[config.mk]
export PLATFORM = sky130hd
export DESIGN_NAME = mx4_rr_arbiter
export DESIGN_NICKNAME = d
export VERILOG_FILES = /design/src/rtl/mx4_rr_arbiter.sv
export SDC_FILE = /design/constraint.sdc
export NUM_CORES = 1
export LEC_CHECK = 0
export ABC_AREA = 1
export CAP_MARGIN = 20
export CORE_MARGIN = 3
export CORE_UTILIZATION = 55
export CTS_BUF_LIST = sky130_fd_sc_hd__clkbuf_4
export CTS_CLUSTER_DIAMETER = 60
export DETAILED_ROUTE_END_ITERATION = 10
export PLACE_DENSITY = 0.93
export SYNTH_ARGS = -nofsm -noshare
export SYNTH_HDL_FRONTEND = slang
export SYNTH_SLANG_ARGS = --single-unit
[constraint.sdc]
create_clock -name clk -period 2.6 [get_ports clk]
set_input_delay 0.39 -clock clk [delete_from_list [all_inputs] [get_ports clk]]
set_output_delay 0.39 -clock clk [all_outputs]
set_load 0.03 [all_outputs]
[src/rtl/mx4_rr_arbiter.sv]
// mx4_rr_arbiter: round-robin arbiter/sequencer for a 4:1 4-bit output mux.
// Grants one requester at a time for a burst of up to MAX_BURST accepted words.
// The mux select and enable are driven from registered state, and there is a
// valid/ready handshake toward the consumer. One IDLE bubble separates grants.
// Optional build macro: MX4ARB_PRIO0_EN gives requester 0 strict high priority.
// In that build, requesters 1-3 stay round-robin among themselves.
module mx4_rr_arbiter #(
  parameter int MAX_BURST = 4
) (
  input  logic       clk,
  input  logic       rst_n,
  input  logic [3:0] req,
  input  logic       out_ready,
  output logic [3:0] gnt,
  output logic [1:0] mux_sel,
  output logic       mux_en,
  output logic       out_valid,
  output logic       xfer
);

  typedef enum logic {IDLE, BUSY} state_t;

  localparam int CW = $clog2(MAX_BURST + 1);
  localparam logic [CW-1:0] LAST_CNT = CW'(MAX_BURST - 1);

  state_t        state_q, state_d;
  logic [CW-1:0] burst_q, burst_d;
  logic [1:0]    last_q, last_d;
  logic [3:0]    gnt_d;
  logic [1:0]    sel_d;
  logic          en_d;
  logic [1:0]    win;
  logic          win_vld;
  logic          rel;

  // Handshake: valid only while enabled and the granted requester still holds a word.
  assign out_valid = mux_en & req[mux_sel];
  assign xfer      = out_valid & out_ready;

  // Winner scan: first set request after the last released index, wrapping mod 4.
  always_comb begin
    logic [1:0] cand;
    win     = last_q;
    win_vld = 1'b0;
    cand    = 2'd0;
`ifdef MX4ARB_PRIO0_EN
    if (req[0]) begin
      win     = 2'd0;
      win_vld = 1'b1;
    end else begin
      // Rotate through 1..3 only; last_q never holds 0 in this build.
      for (int k = 1; k <= 3; k++) begin
        cand = 2'(((int'(last_q) - 1 + k) % 3) + 1);
        if (!win_vld && req[cand]) begin
          win     = cand;
          win_vld = 1'b1;
        end
      end
    end
`else
    for (int k = 1; k <= 4; k++) begin
      cand = last_q + 2'(k);
      if (!win_vld && req[cand]) begin
        win     = cand;
        win_vld = 1'b1;
      end
    end
`endif
  end

  // Next-state and next-output logic for the IDLE/BUSY sequencer.
  always_comb begin
    state_d = state_q;
    gnt_d   = gnt;
    sel_d   = mux_sel;
    en_d    = mux_en;
    burst_d = burst_q;
    last_d  = last_q;
    rel     = 1'b0;
    case (state_q)
      IDLE: begin
        if (win_vld) begin
          state_d = BUSY;
          sel_d   = win;
          gnt_d   = 4'b0001 << win;
          en_d    = 1'b1;
          burst_d = '0;
        end
      end
      BUSY: begin
        if (xfer && (burst_q == LAST_CNT)) begin
          rel = 1'b1;
        end else if (!req[mux_sel]) begin
          rel = 1'b1;
`ifdef MX4ARB_PRIO0_EN
        end else if (xfer && (mux_sel != 2'd0) && req[0]) begin
          // A pending requester 0 cuts the current burst short.
          rel = 1'b1;
`endif
        end else if (xfer) begin
          burst_d = burst_q + CW'(1);
        end
        if (rel) begin
          state_d = IDLE;
          gnt_d   = '0;
          en_d    = 1'b0;
          burst_d = '0;
`ifdef MX4ARB_PRIO0_EN
          if (mux_sel != 2'd0) last_d = mux_sel;
`else
          last_d = mux_sel;
`endif
        end
      end
      default: state_d = IDLE;
    endcase
  end

  // State and registered outputs; last resets to 3 so requester 0 wins first.
  always_ff @(posedge clk or negedge rst_n) begin
    if (!rst_n) begin
      state_q <= IDLE;
      gnt     <= '0;
      mux_sel <= '0;
      mux_en  <= 1'b0;
      burst_q <= '0;
      last_q  <= 2'd3;
    end else begin
      state_q <= state_d;
      gnt     <= gnt_d;
      mux_sel <= sel_d;
      mux_en  <= en_d;
      burst_q <= burst_d;
      last_q  <= last_d;
    end
  end

endmodule

# After elaboration in Yosys (flattened, before gate mapping)
# Cells that the tools add are included.
# classes
shift	1
order_cmp	5
add_sub_neg	4
bitwise_logic	3
eq_ne	6
n_div	0
reduce_logical	11
n_mul	0
n_mux	36
# ops
op	n
1-bit two-way mux	16
2-bit by 3-bit less-than comparator with 1-bit output, second input constant	5
3-bit two-way mux	5
1-bit binary-select mux with 2-bit select	5
2-bit two-way mux	4
4-bit two-way mux	2
4-bit case mux with 2 select lines	1
3-bit by 2-bit != test with 1-bit output, second input constant	2
3-bit case mux with 2 select lines	1
2-bit AND reduction	3
2-bit adder, second input constant	2
1-bit logical AND	4
1-bit case mux with 2 select lines	2
4-bit AND reduction	1
1-bit by 2-bit left shift with 4-bit output, first input constant	1
3-bit by 1-bit adder with 3-bit output, second input constant	1
3-bit by 2-bit == test with 1-bit output, second input constant	1
1-bit logical NOT	3
3-bit by 1-bit != test with 1-bit output, second input constant	1
2-bit by 1-bit adder with 2-bit output, second input constant	1
1-bit bitwise AND	2
2-bit by 1-bit != test with 1-bit output, second input constant	1
2-bit != test, second input constant	1
1-bit inverter	1
# totals
word_cells	72
latch_bits	0
n_memories	0
out_inout_bits	9
mem_bits_rw	0
inputBits	7
rom_bits	0
register_bits	13

# Longest topological paths before layout
# logic_depth
depth_word	16
depth_mapped	12
mapped_depth_nobuf	12

# Least setup slack after synthesis
# No wires, ideal clock.
# synth_timing
path_kind	register to register
from	reg mux_sel[0]
to	reg burst_q[0]
setup_ns	0.117
path_buffers	0
period_less_slack_ns	2.028
path_slack_ns	0.572
arrival_time_ns	1.912
required_time_ns	2.483
stages_incl_launch_ff	11
path_cell_list	dfrtp_1 > inv_1 > nand2_1 > nand3_1 > nand2_1 > nor3_1 > nor2_1 > nand2_1 > o21ai_2 > nand2_1 > nand2_1
# synth_via
elab_chain_cells	9
elab_cells_between_ends	14
cone_classes	eq/ne: 3; mux: 7; bitwise: 2; reduce/logical: 2
# synth_lines
element	line_no	source
from (decl)	15	output logic [1:0] mux_sel,
from (signal assigned)	131	mux_sel <= sel_d;
1-bit binary-select mux with 2-bit select *	37	assign out_valid = mux_en & req[mux_sel];
1-bit two-way mux (implied by the code) *	37	
1-bit bitwise AND *	37	
1-bit bitwise AND *	38	assign xfer = out_valid & out_ready;
net xfer	18	output logic xfer
1-bit logical AND	91	if (xfer && (burst_q == LAST_CNT)) begin
1-bit two-way mux	91	
1-bit two-way mux	80	case (state_q)
3-bit by 2-bit != test with 1-bit output (no source line), or another cell as far along	-	
4-bit AND reduction (no source line) / 3-bit case mux with 2 select lines (equally long branches)	-	
to (signal assigned)	133	burst_q <= burst_d;
to (decl)	27	logic [CW-1:0] burst_q, burst_d;
# The timed path passes the listed nets; every way through them passes the cells marked *. The select of a mux whose other input is x is not followed.
# A chain may end at the register's enable or synchronous reset.

# Worst setup path after layout
# layout_timing
from	in req[0]
to	out xfer
# layout_via
elab_chain_cells	4
# layout_lines
element	line_no	source
from (decl)	12	input logic [3:0] req,
1-bit binary-select mux with 2-bit select	37	
1-bit two-way mux (implied by the code)	37	
1-bit bitwise AND	37	
1-bit bitwise AND	38	
to (decl)	18	
# No other way between the ends. The select of a mux whose other input is x is not followed.

==> metrics <==
CP Max Fanout=5; vias in the first global route=821; Crit Path Category=in2out; DP Area=1090 µm²; Post-DRT Antenna Nets=0; total number of vias=879; reg-to-reg slack, setup=670 ps; Post-DP HPWL=1540 µm; Final Hold Viols=0; Worst Path Arrival=2100 ps; DR iter-0 viols=14; full die area=2220 µm²; CTS Buf Count=3; Slowest cell on crit path=clkdlybuf4s50_1; flops & latches, synth=13; clock net sink count=13; Longest Clk Path Bufs=2; Top Ports=16; Max VDD drop=0.800 mV; GR Overflow Total=0; LEAKAGE=0.572 nW; reg2reg end=mux_sel[0]; area delta synth->final=20.4%; CP max stage delay=720 ps; Post-layout nets=158; Seq. cell area=328 µm²; sequential element share of the synthesized area=35.3%; gp weighted congestion=0.806; Mapped Area=928 µm²; Slew HR=61.4%; GRT Util Overall=21.0%; FMAX=0.402 GHz; Std-Cell Rows=14; minimum clock period=2490 ps; Chip Width=47.1 µm; Syn Area/Cell=7.14 µm²; later-pin clock latency in the skew report=280 ps; TritonCTS clock tree=yes; Least-Margin Pin Slew=577 ps; CP Cell Sequence=clkdlybuf4s50_1, nand2_1, nand3_1, nand2_1, nor3_1, clkdlybuf4s50_1; Pwr Density=1460 nW/µm²; share of post-route cells with drive strength above 1=19.6%; Netlist cell types=22; Final Max Slew Viols=0; # diodes=0; MaxCap Viol Count=0; clk_skew=3.79 ps; drc violations=0; RSZ-0062 raised after global routing=no; hold crit path type=in2async; number of fill cells=118; initial antenna violation count=0; setup bufs post-CTS=0; setup tns final=0 ps; DP Cell Count=160; largest net degree at the start of global routing=14; Worst R2R Path Depth=9; CP required=2210 ps; Clock Pin Slew Worst Setup and Hold Paths=80 ps; die height=47.1 µm; Initial Util=60.2%; r2r startpoint=last_q[0]; Yosys warning total=0; DR WL/cell=12.0 µm; Pre-Repair DR Iteration Count=4; Worst setup EP type=output port; Final setup viols=0; first-pass GRT wire length=3280 µm; vias per cell=5.36; Non-Filler Instances=164; fin crit share=95.7%; Multi-input gate area=529 µm²; Syn Inst Count=130; Final Cell Area=1120 µm²; CTS Root Cell=clkbuf_4; final WL=1980 µm; CTS HTree Levels=1; CORE AREA=1540 µm²; Syn Nets=139; PortBufs=15; startpoint types=input port; status=complete, no violations; hold_buf cts=0; post-CTS sizing=0
per-layer routing:
metal	track usage [%]	vias to the layer above	part of all wire [%]
li1	-	453	-
met1	26.4	388	46
met2	32.5	30	47
met3	6.13	8	4.4
met4	10.5	0	2.9
met5	0	-	0
final cells by class:
type / instances / share of cell area [%]
Multi-Input combinational cell: 100 / 47.4
Sequential cell: 13 / 29.3
Timing Repair Buffer: 15 / 13.4
Inverter: 16 / 5.38
Clock buffer: 4 / 2.69
Tap cell: 16 / 1.79
synthesized netlist by cell type:
library cell	number	area, µm²
nand2_1	47	176
nand3_1	13	65.1
dfrtp_1	11	275
inv_1	11	41.3
nand2_2	10	62.6
inv_2	5	18.8
o21ai_0	5	25.0
o21ai_1	5	25.0
nand2_4	3	33.8
nor2_1	3	11.3
a21oi_1	2	10.0
dfstp_2	2	52.6
ha_1	2	25.0
nand3b_1	2	15.0
o21ai_2	2	17.5
buf_6	1	11.3
nand3_4	1	17.5
nor2_2	1	6.26
nor2_8	1	20.0
nor3_1	1	5.00
o31ai_1	1	7.51
or2_0	1	6.26
layout by cell type, fill, tap and decap left out, drive strengths merged:
cell type | netlist | final
nand2 | 60 | 60
inv | 16 | 16
clkdlybuf4s50 | 0 | 15
nand3 | 14 | 14
o21ai | 12 | 12
dfrtp | 11 | 11
nor2 | 5 | 5
clkbuf | 0 | 4
nand3b | 2 | 2
a21oi | 2 | 2
ha | 2 | 2
dfstp | 2 | 2
nor3 | 1 | 1
o31ai | 1 | 1
or2 | 1 | 1
report_power, final:
part	switching [mW]	internal (mW)
clock network	0.0645	0.0700
registers	0.0777	0.298
logic	0.743	0.384
critical path, delay by kind of cell:
| family | cells | cell delay [ps] |
|---|---|---|
| buffers and inverters | 2 | 1280 |
| and+or+nand+nor | 4 | 440 |
how the worst max path moves through the flow:
stage               slack (ps)  depth (start not counted)          to       start
floorplan                  570                         10  burst_q[0]  mux_sel[0]
global placement           150                          6        xfer      req[0]
detailed placement         130                          6        xfer      req[0]
CTS                        120                          6        xfer      req[0]
global route                20                          6        xfer      req[0]
finish                     110                          6        xfer      req[0]
registers in the layout, summed over array words and instances, names as in the netlist:
signal and cells:
mux_en 1, last_q 2, gnt 4, state_q 1
burst_q 3, mux_sel 2
metrics by stage:
stage	hold slack (ps)	util (%)	power [mW]	worst slack (ps)
floorplan	94.4	-	1.23	572
CTS	478	72.5	1.64	125
finish	471	72.5	1.64	113
global placement	458	70.5	1.46	150
global route	493	72.5	1.79	19.8
detailed placement	458	70.5	1.50	133
kinds of logic after synthesis:
kind of cell | count (synthesis) | synth area share [%]
AO/OA/AOI/OAI | 15 | 9.16
adder cells (fa/ha/maj) | 2 | 2.69
buffers and inverters | 17 | 7.68
flip-flops | 13 | 35.3
AND/OR/NAND/NOR | 83 | 45.1
No activity file was read; power rests on OpenSTA's default activity.
